--- config.mk ---
export PLATFORM = sky130hd
export DESIGN_NAME = hog_stream_arbiter
export DESIGN_NICKNAME = d
export VERILOG_FILES = /design/src/rtl/hog_stream_arbiter.sv
export SDC_FILE = /design/constraint.sdc
export NUM_CORES = 1
export LEC_CHECK = 0
export ABC_AREA = 1
export BUFFER_PORTS_ARGS = -buffer_cell sky130_fd_sc_hd__buf_4
export CAP_MARGIN = 30
export CORE_AREA = 2 2 265 267
export CTS_BUF_LIST = sky130_fd_sc_hd__clkbuf_8
export DETAILED_ROUTE_END_ITERATION = 8
export DIE_AREA = 0 0 267 269
export SLEW_MARGIN = 30
export SYNTH_ARGS = -nofsm -noshare
export SYNTH_HDL_FRONTEND = slang
export SYNTH_SLANG_ARGS = --single-unit
export TNS_END_PERCENT = 5
--- constraint.sdc ---
create_clock -name clk -period 1.8 [get_ports clk]
set_input_delay 0.18 -clock clk [delete_from_list [all_inputs] [get_ports clk]]
set_output_delay 0.18 -clock clk [all_outputs]
set_load 0.05 [all_outputs]
--- src/rtl/hog_stream_arbiter.sv ---
// Round-robin packet arbiter for HOG block-descriptor streams.
// A source is granted one cycle after it requests. It then owns the merged
// output until PKT_LEN beats have transferred. The arbiter always returns to
// idle for one cycle between packets.
module hog_stream_arbiter #(
  parameter int DATA_WIDTH = 128,
  parameter int NUM_SRC    = 4,
  parameter int PKT_LEN    = 8,
  parameter int SRC_W      = 2
) (
  input  logic                          clk,
  input  logic                          rst,
  input  logic                          enable,
  input  logic [NUM_SRC*DATA_WIDTH-1:0] src_data,
  input  logic [NUM_SRC-1:0]            src_valid,
  output logic [NUM_SRC-1:0]            src_ready,
  output logic [DATA_WIDTH-1:0]         stream,
  output logic                          stream_valid,
  input  logic                          stream_ready,
  output logic [SRC_W-1:0]              src_id,
  output logic                          busy,
  output logic [15:0]                   pkt_count
);

  typedef enum logic {
    S_IDLE,
    S_GRANT
  } state_t;

  state_t           state;
  logic [7:0]       beat_cnt;
  logic [15:0]      pkt_cnt_q;
  logic [SRC_W-1:0] last_grant;

  logic             rr_found;
  logic [SRC_W-1:0] rr_pick;
  logic [SRC_W:0]   rr_cand;
  logic             xfer;
  logic             last_beat;

  // Round-robin pick: scan upward from last_grant+1 with wrap. The candidate
  // carries one extra bit so a single subtraction folds it back into range
  // for any NUM_SRC.
  always_comb begin
    rr_found = 1'b0;
    rr_pick  = '0;
    rr_cand  = '0;
    for (int unsigned k = 0; k < NUM_SRC; k++) begin
      rr_cand = {1'b0, last_grant} + (SRC_W+1)'(k + 1);
      if (rr_cand >= (SRC_W+1)'(NUM_SRC)) begin
        rr_cand = rr_cand - (SRC_W+1)'(NUM_SRC);
      end
      if (!rr_found && src_valid[rr_cand[SRC_W-1:0]]) begin
        rr_found = 1'b1;
        rr_pick  = rr_cand[SRC_W-1:0];
      end
    end
  end

  // Combinational passthrough of the granted source. Everything is zero in idle.
  always_comb begin
    stream       = '0;
    stream_valid = 1'b0;
    src_ready    = '0;
    if (state == S_GRANT) begin
      stream            = src_data[int'(src_id)*DATA_WIDTH +: DATA_WIDTH];
      stream_valid      = src_valid[src_id];
      src_ready[src_id] = stream_ready;
    end
  end

  assign xfer      = stream_valid && stream_ready;
  assign last_beat = (beat_cnt == 8'(PKT_LEN - 1));
  assign busy      = (state == S_GRANT);
  assign pkt_count = pkt_cnt_q;

  // Grant FSM, beat and packet counters.
  always_ff @(posedge clk) begin
    if (rst) begin
      state      <= S_IDLE;
      beat_cnt   <= '0;
      pkt_cnt_q  <= '0;
      last_grant <= SRC_W'(NUM_SRC - 1);
      src_id     <= '0;
    end else begin
      case (state)
        S_IDLE: begin
          if (enable && rr_found) begin
            src_id <= rr_pick;
            state  <= S_GRANT;
          end
        end
        S_GRANT: begin
          if (xfer) begin
            if (last_beat) begin
              beat_cnt   <= '0;
              pkt_cnt_q  <= pkt_cnt_q + 16'd1;
              last_grant <= src_id;
              state      <= S_IDLE;
            end else begin
              beat_cnt <= beat_cnt + 8'd1;
            end
          end
        end
        default: state <= S_IDLE;
      endcase
    end
  end

endmodule
Word level (Yosys, flattened, before mapping)
Index checks and enable logic that the tools add are counted.
{ "word_totals": {"reg_bits": 29, "input_bits": 520} }
{ "classes": {"add_sub_neg": 10, "n_lt_le_gt_ge": 10, "n_eq_ne": 1, "n_shift": 1, "muxes": 32, "bitwise": 2, "n_reduce_logical": 12} }
{ "ops": {"columns": ["op", "count"], "rows": [
  ["512-bit by 10-bit indexed part select with 128-bit output", 1],
  ["128-bit 2-to-1 mux", 1],
  ["16-bit by 1-bit adder with 16-bit output (second input constant)", 1],
  ["2-bit 2-to-1 mux", 8],
  ["2-bit by 3-bit less-than comparator with 1-bit output (second input constant)", 5],
  ["1-bit 2-to-1 mux", 14],
  ["3-bit greater-or-equal comparator (second input constant)", 4],
  ["1-bit binary-select mux with 2-bit select", 5],
  ["8-bit by 1-bit adder with 8-bit output (second input constant)", 1],
  ["8-bit by 3-bit == test with 1-bit output (second input constant)", 1],
  ["8-bit 2-to-1 mux", 1],
  ["2-bit by 1-bit subtractor with 2-bit output (second input constant)", 4],
  ["2-bit by 2-bit adder with 3-bit output (second input constant)", 2],
  ["1-bit logical AND", 6],
  ["4-bit bitwise AND", 1],
  ["4-bit 2-to-1 mux", 1],
  ["2-bit AND reduction", 2],
  ["2-bit by 1-bit adder with 3-bit output (second input constant)", 1],
  ["2-bit by 3-bit adder with 3-bit output (second input constant)", 1],
  ["1-bit zero test", 3],
  ["3-bit AND reduction", 1],
  ["1-bit demux with 2-bit select", 1],
  ["2-bit by 1-bit greater-or-equal comparator with 1-bit output (second input constant)", 1],
  ["1-bit case mux with 2 select lines", 1],
  ["1-bit inverter", 1]
]} }

Logic depth before layout (Yosys ltp)
Gate-level depths: netlist of run 1.
{ "depth": {"ltp_word": 18, "mapped_depth": 12, "depth_no_buf": 12} }

Worst setup path before layout of run 1
Ideal clock, no wire load.
{ "synth_path": {"path_kind": "reg-to-output", "startpoint": "register src_id[1]", "endpoint": "output stream[107]", "arrival_ps": 2309, "required_time_ps": 1620, "setup_slack_ps": -689, "stages_incl_launch_ff": 7, "path_cell_list": "dfxtp_1 inv_2 nor2_2 buf_2 buf_1 a22oi_1 a21oi_1"} }
{ "synth_between": {"elab_chain_cells": 2} }
{ "synth_lines": {"columns": ["item", "line_no", "text"], "rows": [
  ["from (decl)", "20", "output logic [SRC_W-1:0] src_id,"],
  ["from (signal assigned)", "89", "src_id <= rr_pick;"],
  ["512-bit by 10-bit indexed part select with 128-bit output", "66", "stream = src_data[int'(src_id)*DATA_WIDTH +: DATA_WIDTH];"],
  ["128-bit 2-to-1 mux", "65", "if (state == S_GRANT) begin"],
  ["to (decl)", "17", "output logic [DATA_WIDTH-1:0] stream,"]
]} }
No other way between the ends.

Final worst setup path of run 1
{ "layout_path": {"startpoint": "register src_id[0]", "endpoint": "output stream[12]"} }
The elaborated chain is that of the path after synthesis.

==> results.txt, run 1 <==
status: finished with violations
failing checks: negative setup slack
fmax: 0.465 GHz
Placed Instances: 2378
top cells by area, synth: a22oi_1 41%, a21oi_1 16%, dfxtp_1 12%, nand2_1 8.2%, buf_2 5.3%
RSZ-0062 raised after global routing: true
area taken by multi-input logic gates: 0.00432 mm^2
number of global-route vias before repair: 9114
Setup crit start kind: register
cells along the critical path: nand2_1, clkinv_4, buf_16, a22oi_2, buf_4, a21oi_4, buf_6
layout cell share with drive strength beyond 1: 65.6%
number of max-cap violations: 0
Bufs on Longest Clock Path: 2
Post-Syn Area: 0.00469 mm^2
Post-Route WL: 66.3 mm
synth cell count leaders: 257 x a22oi_1, 150 x a21oi_1, 102 x nand2_1
Peak supply drop: 0.374 mV
final-report hold violation count: 0
Clk Latency, worst-skew pair: 0.29 ns
Place WS: -0.302 ns
GPL Wtd Cong: 0.887
die area: 0.0718 mm^2
CP Buf/Inv Count: 4
Arrival @ worst endpoint: 1.97 ns
PD cells: 529 mW/mm^2
Synth Flop Type: dfxtp_1
Synth-to-Final Area Change: 184%
Critical Path End Type: output port
Num CTS Buffers: 5
detailed placement HPWL: 56.6 mm
ys async rst share: 0%
DIE HEIGHT: 269 um
via count: 9522
most numerous cell in the Yosys netlist: a22oi_1
post-synth top area cell: a22oi_1
fin nets: 1985
CTS tree: done
Leak: 5.57 nW
worst slew pin tran: 0.484 ns
CTS H-tree lvls: 2
wire length per cell: 27.5 um
max-slew violations: 0
initial core utilization: 6.77%
register area: 589 um^2
GRT Residual Overflow: 0
synthesis-stage register bit count: 29
clk sinks: 29
Hold Path Class: in -> reg
syn avg cell area: 6.31 um^2
fin worst setup slack: -0.350 ns
Reg clk slew, reported paths: 0.07 ns
CTS Root Cell: clkbuf_8
CP required: 1.62 ns
largest net degree at the start of global routing: 57
DRT iter0 DRCs: 565
Core ar.: 0.0693 mm^2
number of synthesized flops with an enable pin: 0
Synthesis Warnings: 0
post-synth top area share: 41.1%
All-Layer GR Usage: 16.5%
Buffers on Ports: 671
initial antenna violation count: 21
chip width: 267 um
Final Critical Period: 2.15 ns
CP top delay family: buffers and inverters
Post-Route Skew: 0.0107 ns
DRC viols: 0
Vias/cell: 3.94
first-pass GRT wire length: 78.9 mm
FP Rows: 97
final setup vio count: 141
antenna-violating nets left: 0
CP max FO: 27
Syn Inst Count: 743
synthesized net count: 1265
CP max stage cell: dfxtp_4
DRT Pass-1 Iters: 5
CP Class: reg -> out
IO Pins: 672
Post-Layout Cell Count: 2416
fillers: 7883
CP max stage delay: 0.39 ns
Final period util: 119%
relative slew slack: 67.7%
Netlist cell types: 29
register area share after synthesis: 12.4%
## where the power goes
part           total (W)  switching, W  internal [W]  leakage [nW]
Sequential      0.000670     0.0000172      0.000653         0.236
Clock           0.000532      0.000270      0.000262        0.0492
Combinational    0.00585       0.00344       0.00241          5.28
Total            0.00705       0.00373       0.00332          5.57
## sequential cells by signal, summed over array words and instances, names as in the netlist
name / count
last_grant: 2
src_id: 2
busy: 1
beat_cnt: 8
pkt_count: 16
## cell families (layout without fill, tap and decap cells)
kind of cell | Yosys count | in the layout | share of synthesized area (%)
other | 0 | 12 | 0
adder cells (fa/ha/maj) | 2 | 2 | 0.534
AO/OA/AOI/OAI | 419 | 419 | 58.8
flip-flops | 29 | 29 | 12.4
buffers and inverters | 109 | 830 | 10.3
XOR/XNOR | 14 | 14 | 2.61
AND/OR/NAND/NOR | 170 | 170 | 15.4
## layer usage
metal  vias up  track usage [%]  part of all wire, %
li1       4321                -                    -
met1      4499             17.3                   36
met2       615             26.5                   45
met3        77             11.9                   16
met4        10             4.11                  2.6
met5         -                0                0.095
## final cells by class
cell class	instances	area share, %
Timing Repair Buffer	790	52.5
Inverter	32	1.00
Tap cell	940	8.82
Sequential cell	29	4.42
Clock inverter	3	0.103
Multi-Input combinational cell	605	32.4
Antenna cell	12	0.225
Clock buffer	5	0.516
## cell usage in the layout (no fill, tap or decap), types with 3 or more instances in the layout
cell | synthesis | routed
buf_16 | 0 | 4
nand4_1 | 5 | 5
nand2_2 | 1 | 3
buf_4 | 3 | 627
diode_2 | 0 | 12
a21oi_4 | 0 | 10
nand2_1 | 102 | 99
nor2_1 | 21 | 20
inv_1 | 30 | 29
a22oi_2 | 1 | 40
xnor2_1 | 7 | 7
buf_12 | 0 | 34
a21oi_2 | 0 | 96
buf_6 | 0 | 111
a22oi_1 | 257 | 218
dfxtp_1 | 29 | 26
nor3_1 | 15 | 15
a21oi_1 | 150 | 44
buf_8 | 0 | 10
nor2_4 | 1 | 4
nand3_1 | 18 | 18
o21ai_0 | 6 | 5
clkbuf_8 | 0 | 5
xor2_1 | 7 | 7
clkbuf_16 | 0 | 4
## stage by stage
stage	power, W	utilization [%]	hold slack [ns]	setup TNS, ns	area [um^2]
after floorplan	0.00297	-	0.375	-30.08	4890
after global placement	0.00580	17.1	0.480	-5.44	11800
after CTS	0.00678	18.3	0.228	-32.36	12700
after global routing	0.00739	19.2	0.243	-43.97	13300
after detailed placement	0.00580	17.1	0.491	-5.44	11800
final	0.00705	19.2	0.228	-32.01	13300
## final timing paths
path	start	to	slack, ns	depth (start not counted)
worst max-delay path	src_id[0]$_SDFFE_PP0P_	stream[12]	-0.35	7
worst min-delay path	rst	pkt_count[15]$_SDFFE_PP0P_	0.23	2
worst max register to register	src_id[0]$_SDFFE_PP0P_	pkt_count[2]$_SDFFE_PP0P_	-0.08	10
worst min register to register	beat_cnt[7]$_SDFFE_PP0P_	beat_cnt[7]$_SDFFE_PP0P_	0.50	2
## worst reg2reg max path, delay by kind of cell, from the launching register on
family	cells	cell delay (ns)
simple gates	4	0.65
buf+inv	3	0.43
flops	1	0.37
compound gates	3	0.37
## what timing repair did
item / 4_1_cts / 5_1_grt
gates cloned: 1 / 4
pin swaps: 57 / 36
gates resized for setup: 193 / 90
endpoints found under the setup margin: 145 / 154
hold buffers: 0 / 0
setup buffers: 1 / 12
(Power assumes the default switching activity.)
==> run 2, diff against run 1 <==
- CORE_AREA: 2 2 265 267 -> 5 5 260 262
- DIE_AREA: 0 0 267 269 -> 0 0 265 267
==> run 2 against run 1 <==
Effect of this change: the flow still finishes with violations (negative setup slack); clock skew is 0.0050 ns lower; global-route usage is 0.65 points higher; sequential cell count stayed put; critical endpoint is now stream[85]; clock power is 15% higher; cell count is 2.7% lower; critical path depth is 1 higher; die area is 1.5% lower.
==> results.txt, run 2 (synthesis results as in run 1) <==
FP Rows: 94 (-3.1%)
CP top delay family: buffers and inverters
Critical Path End Type: output port
final-report hold violation count: 0 (unchanged)
Clk Latency, worst-skew pair: 0.29 ns (about the same)
CTS Root Cell: clkbuf_8
cells along the critical path: buf_6, nor2_4, buf_12, buf_16, buf_4, a22oi_1, a21oi_1, buf_6
GPL Wtd Cong: 0.945 (+6.5%)
Core ar.: 0.0652 mm^2 (-6.0%)
RR Startpoint: src_id[0]$_SDFFE_PP0P_
initial antenna violation count: 21 (unchanged)
DIE HEIGHT: 267 um (-0.74%)
fillers: 7424 (-5.8%)
grt peak-use layer: met2
chip width: 265 um (-0.75%)
Final Critical Period: 2.12 ns (-0.0320 ns)
fin area: 0.0133 mm^2 (-0.48%)
Post-Layout Cell Count: 2351 (-2.7%)
clk sinks: 29 (unchanged)
most frequent cells in the layout: 631 x buf_4, 236 x a22oi_1, 115 x buf_6
All-Layer GR Usage: 17.2% (+0.65 points)
failing checks: negative setup slack
final core utilization: 20.4% (+1.1 points)
fmax: 0.472 GHz (+1.5%)
Reg clk slew, reported paths: 0.06 ns (about the same)
met1 track demand over resource: 20.0% (+2.7 points)
CP max stage cell: dfxtp_4
CP Class: reg -> out
CP max stage delay: 0.38 ns (about the same)
CP required: 1.62 ns (about the same)
initial core utilization: 7.20% (+0.43 points)
Peak supply drop: 0.282 mV (-25%)
fin nets: 1994 (+0.45%)
Setup crit start kind: register
DRT Pass-1 Iters: 5 (unchanged)
Vias/cell: 4.10 (+3.9%)
Hold Path End: pkt_count[6]$_SDFFE_PP0P_
antenna-violating nets left: 0 (unchanged)
DRT iter0 DRCs: 772 (+37%)
HP Start: rst
Post-Route Skew: 0.00573 ns (-0.00499 ns)
Placed Instances: 2302 (-3.2%)
worst slew pin tran: 0.481 ns (-0.00333 ns)
Arrival @ worst endpoint: 1.94 ns (-0.03 ns)
fin worst setup slack: -0.318 ns (+0.0320 ns)
r2r setup slk: -0.16 ns (-0.08 ns)
CP Buf/Inv Count: 5 (+1)
most common cell after layout, fill and taps aside: buf_4
Fin Hold WS: 0.243 ns (+0.0153 ns)
RR Endpoint: pkt_count[2]$_SDFFE_PP0P_
GR Layer Usage met3: 10.9% (-1.0 points)
status: finished with violations
most used cell, CP: buf_6
Leak: 5.63 nW (+1.2%)
max FFs per register: 16 (unchanged)
CTS H-tree lvls: 2 (unchanged)
first-pass GRT wire length: 83.5 mm (+5.8%)
layout cell share with drive strength beyond 1: 64.6% (-1.0 points)
Final period util: 118% (-1.8 points)
relative slew slack: 68.0% (+0.22 points)
largest net degree at the start of global routing: 59 (+3.5%)
DRC viols: 0 (unchanged)
GRT Residual Overflow: 0 (unchanged)
RSZ-0062 raised after global routing: true
Synth-to-Final Area Change: 183%
CTS tree: done
number of global-route vias before repair: 9712 (+6.6%)
number of max-cap violations: 0 (unchanged)
r2r worst-path depth: 11 (+1)
die area: 0.0708 mm^2 (-1.5%)
Buffers on Ports: 671 (unchanged)
Hold Path Class: in -> reg
Num CTS Buffers: 5 (unchanged)
final setup vio count: 147 (+4.3%)
wire length per cell: 29.3 um (+6.7%)
CP max FO: 12 (-56%)
via count: 9630 (+1.1%)
hold path cells: 2 (unchanged)
Post-Route WL: 68.9 mm (+3.8%)
Bufs on Longest Clock Path: 2 (unchanged)
placed cell areas: 0.0116 mm^2 (-2.0%)
detailed placement HPWL: 56.8 mm (+0.35%)
IO Pins: 672 (unchanged)
GR Util met2: 27.2% (+0.68 points)
PD cells: 532 mW/mm^2 (+0.59%)
max-slew violations: 0 (unchanged)
[run 2: how the worst max path moves through the flow]
| stage | start | to | slack, ns | depth (start not counted) |
|---|---|---|---|---|
| 2_1_floorplan | src_id[0]$_SDFFE_PP0P_ | stream[101] | -0.32 | 5 |
| 3_3_place_gp | src_id[0]$_SDFFE_PP0P_ | pkt_count[2]$_SDFFE_PP0P_ | -0.15 | 9 |
| 3_5_place_dp | src_id[0]$_SDFFE_PP0P_ | pkt_count[2]$_SDFFE_PP0P_ | -0.18 | 9 |
| 4_1_cts | src_id[1]$_SDFFE_PP0P_ | stream[33] | -0.33 | 8 |
| 5_1_grt | src_id[0]$_SDFFE_PP0P_ | stream[25] | -0.38 | 8 |
| 6_report | src_id[0]$_SDFFE_PP0P_ | stream[85] | -0.32 | 8 |
[run 2: power breakdown]
group / switching, W / total, W / internal, W
clock: 0.000268 / 0.000613 / 0.000345
sequential: 0.0000256 / 0.000679 / 0.000653
combinational: 0.00341 / 0.00577 / 0.00235
[run 2: per-layer routing]
layer,wire length (um),vias to the layer above
met5,46,-
met4,1520,8
met3,10600,69
met2,30900,650
met1,25800,4561
li1,-,4342
[run 2: what timing repair did]
action | in CTS | in global routing
setup endpoints to repair | 146 | 155
gates resized for setup | 196 | 89
pin swaps | 32 | 43
buffers inserted | 7 | 8
cloned | 6 | 7
hold buffers | 0 | 0
[run 2: layout make-up]
class	instances	area, um^2	area share (%)
sequential	29	589	4.44
antenna	14	35.0	0.264
tap	864	1080	8.15
multi-input combinational	605	4200	31.6
clock buffer	7	96.3	0.726
timing repair buffer	799	7120	53.7
inverter	32	144	1.08
clock inverter	1	5.00	0.0377
[run 2: metrics by stage]
step,worst slack [ns],TNS [ns],power (W)
6_report,-0.318,-30.24,0.00706
5_1_grt,-0.383,-42.07,0.00740
4_1_cts,-0.331,-33.67,0.00681
3_5_place_dp,-0.181,-3.27,0.00567
3_3_place_gp,-0.148,-2.15,0.00566
2_1_floorplan,-0.315,-30.08,0.00297
==> run 3, diff against run 2 <==
- ABC_AREA: 1 -> not set
- CORE_AREA: 5 5 260 262 -> 5 5 256 258
- DIE_AREA: 0 0 265 267 -> 0 0 261 263
- clock period: 1.8 -> 2.2 ns (I/O delays scaled with it)
==> run 3 against run 2 <==
Effect of this change: the flow still finishes with violations (negative setup slack); synthesized cell count down 33%; global-route usage down 2.1 points; critical endpoint is now stream[105]; sequential share of layout area up 0.25 points; sequential power down 20%; critical path type unchanged; combinational power down 39%; design area down 5.0%; clock power down 28%.
==> results.txt, run 3 <==
via count: 7743 (-20%)
Post-Syn Area: 0.00545 mm^2 (+16%)
post-synth top area cell: mux4_2
top cells by area, synth: mux4_2 53%, and2_1 15%, dfxtp_1 11%, clkbuf_1 2.3%, a21oi_1 1.7%
chip width: 261 um (-1.5%)
CTS Root Cell: clkbuf_8
Netlist cell types: 41 (+41%)
DRT Pass-1 Iters: 5 (unchanged)
Post-Route WL: 56.5 mm (-18%)
fin nets: 1684 (-16%)
metal1 wirelength: 22.1 mm (-14%)
clk sinks: 29 (unchanged)
Arrival @ worst endpoint: 2.01 ns (+0.07 ns)
wire length per cell: 28.0 um (-4.4%)
synthesis-stage register bit count: 29 (unchanged)
first-pass GRT wire length: 72.5 mm (-13%)
CTS tree: done
CP Class: reg -> out
CP Buf/Inv Count: 3 (-2)
DRT iter0 DRCs: 547 (-29%)
most frequent cells in the layout: 586 x buf_4, 128 x mux4_2, 99 x buf_6
CP top delay family: buffers and inverters
post-synth top area share: 52.9% (+12 points)
GPL Wtd Cong: 0.909 (-3.9%)
final setup vio count: 7 (-95%)
DRC viols: 0 (unchanged)
final core utilization: 20.1% (-0.27 points)
top routing layer in use: met5
Reg clk slew, reported paths: 0.08 ns (+0.02 ns)
total power: 0.00448 W (-37%)
final-report hold violation count: 0 (unchanged)
WL met2: 26.1 mm (-16%)
Crit. path cell count: 5 (-3)
Psw: 0.00199 W (-46%)
Clock power frac: 9.8% (+1.1 points)
crit path to: stream[105]
Peak supply drop: 0.254 mV (-10%)
Core ar.: 0.0627 mm^2 (-3.7%)
IO Pins: 672 (unchanged)
most used cell, CP: buf_12
CP max stage delay: 0.50 ns (+0.12 ns)
r2r worst-path depth: 5 (-6)
CP max stage cell: mux4_2
failing checks: negative setup slack
RSZ-0062 raised after global routing: true
PD cells: 355 mW/mm^2 (-33%)
layout cell share with drive strength beyond 1: 77.7% (+13 points)
Final period util: 102%
Bufs on Longest Clock Path: 2 (unchanged)
most common cell after layout, fill and taps aside: buf_4
hold path cells: 2 (unchanged)
number of synthesized flops with an enable pin: 0 (unchanged)
antenna-violating nets left: 0 (unchanged)
number of max-cap violations: 0 (unchanged)
die area: 0.0686 mm^2 (-3.0%)
Final Critical Period: 2.23 ns
Comb power frac: 78.0% (-3.7 points)
r2r setup slk: 0.07 ns (+0.23 ns)
most numerous cell in the Yosys netlist: and2_1
syn avg cell area: 11.0 um^2 (+74%)
Fin Hold WS: 0.314 ns (+0.0705 ns)
Syn Inst Count: 496 (-33%)
Post-CTS Hold Fix Bufs: 0 (unchanged)
Sw Ratio: 44.5% (-8.0 points)
Clk Latency, worst-skew pair: 0.29 ns (about the same)
Hold Path Class: in -> reg
status: finished with violations
CTS H-tree lvls: 2 (unchanged)
fillers: 6920 (-6.8%)
RR Startpoint: beat_cnt[0]$_SDFFE_PP0P_
initial antenna violation count: 19 (-9.5%)
DIE HEIGHT: 263 um (-1.5%)
FP Rows: 92 (-2.1%)
CP max FO: 11 (-1)
largest net degree at the start of global routing: 73 (+24%)
internal power: 0.00249 W (-26%)
synth cell count leaders: 131 x and2_1, 128 x mux4_2, 34 x clkbuf_1
worst slew pin tran: 0.811 ns (+0.331 ns)
relative slew slack: 45.9% (-22 points)
Post-Route Skew: 0.0131 ns (+0.00733 ns)
cells along the critical path: buf_12, buf_12, mux4_2, and2_1, buf_4
Synthesis Warnings: 0 (unchanged)
Synth-to-Final Area Change: 131%
Setup crit start kind: register
Critical Path End Type: output port
RR Endpoint: pkt_count[11]$_SDFFE_PP0P_
All-Layer GR Usage: 15.1% (-2.1 points)
CP required: 1.98 ns (+0.36 ns)
detailed placement HPWL: 49.2 mm (-13%)
max-slew violations: 0 (unchanged)
DR WL met3: 7.21 mm (-32%)
number of global-route vias before repair: 8318 (-14%)
Synth Flop Type: dfxtp_1
Leak: 5.38 nW (-4.5%)
GRT Residual Overflow: 0 (unchanged)
Buffers on Ports: 671 (unchanged)
fmax: 0.448 GHz
fin worst setup slack: -0.0337 ns (+0.285 ns)
initial core utilization: 8.69% (+1.5 points)
register area share after synthesis: 10.7% (-1.7 points)
Num CTS Buffers: 5 (unchanged)
max FFs per register: 16 (unchanged)
Worst Setup SP: src_id[0]$_SDFFE_PP0P_
share of power burned in registers: 12.1% (+2.5 points)
ys async rst share: 0% (unchanged)
Vias/cell: 3.84 (-6.3%)
Setup TNS Final: -0.111 ns (+30.13 ns)
synthesized net count: 1018 (-20%)
[run 3: metrics by stage]
step / instances / setup WS (ns) / area [um^2]
floorplan: 496 / -0.0344 / 5480
global placement: 1988 / 0.157 / 11700
detailed placement: 1988 / 0.0772 / 11700
CTS: 2006 / -0.102 / 12300
global route: 2016 / -0.0891 / 12600
finish: 2017 / -0.0337 / 12600
[run 3: worst min-delay path by stage]
stage | startpoint | to
2_1_floorplan | rst | last_grant[0]$_SDFFE_PP1P_
3_3_place_gp | beat_cnt[7]$_SDFFE_PP0P_ | beat_cnt[7]$_SDFFE_PP0P_
3_5_place_dp | beat_cnt[7]$_SDFFE_PP0P_ | beat_cnt[7]$_SDFFE_PP0P_
4_1_cts | rst | pkt_count[12]$_SDFFE_PP0P_
5_1_grt | rst | pkt_count[1]$_SDFFE_PP0P_
6_report | rst | pkt_count[8]$_SDFFE_PP0P_
[run 3: area by class of cell]
cell class	count	area, um^2	share of cell area (%)
antenna	8	20.0	0.159
clock buffer	5	68.8	0.546
clock inverter	3	13.8	0.109
inverter	6	22.5	0.179
multi-input combinational	407	4720	37.4
sequential	29	592	4.70
tap	846	1060	8.40
timing repair buffer	713	6110	48.5
[run 3: metal layers]
layer	vias up	track usage [%]
met1	3952	18.1
li1	3324	-
met3	42	7.93
met5	-	0
met2	417	23.9
met4	8	3.84
[run 3: timing repair]
item,4_1_cts,5_1_grt
cloned,3,3
pin swaps,0,0
gates resized for setup,103,73
endpoints found under the hold margin,0,0
setup endpoints to repair,81,130
buffers inserted,7,0
[run 3: power groups by stage]
stage                     Combinational, W  Clock [W]  Sequential [W]
final                              0.00350   0.000441        0.000543
after global routing               0.00367   0.000480        0.000544
after CTS                          0.00340   0.000449        0.000544
after detailed placement           0.00319          0        0.000553
after global placement             0.00318          0        0.000553
after floorplan                    0.00161          0        0.000566
[run 3: cells by family after synthesis]
family,synth area share [%]
AO/OA/AOI/OAI,6.08
XOR/XNOR,0.161
adder cells (fa/ha/maj),0.459
buffers and inverters,4.73
flip-flops,10.7
multiplexers,54.5
AND/OR/NAND/NOR,23.4
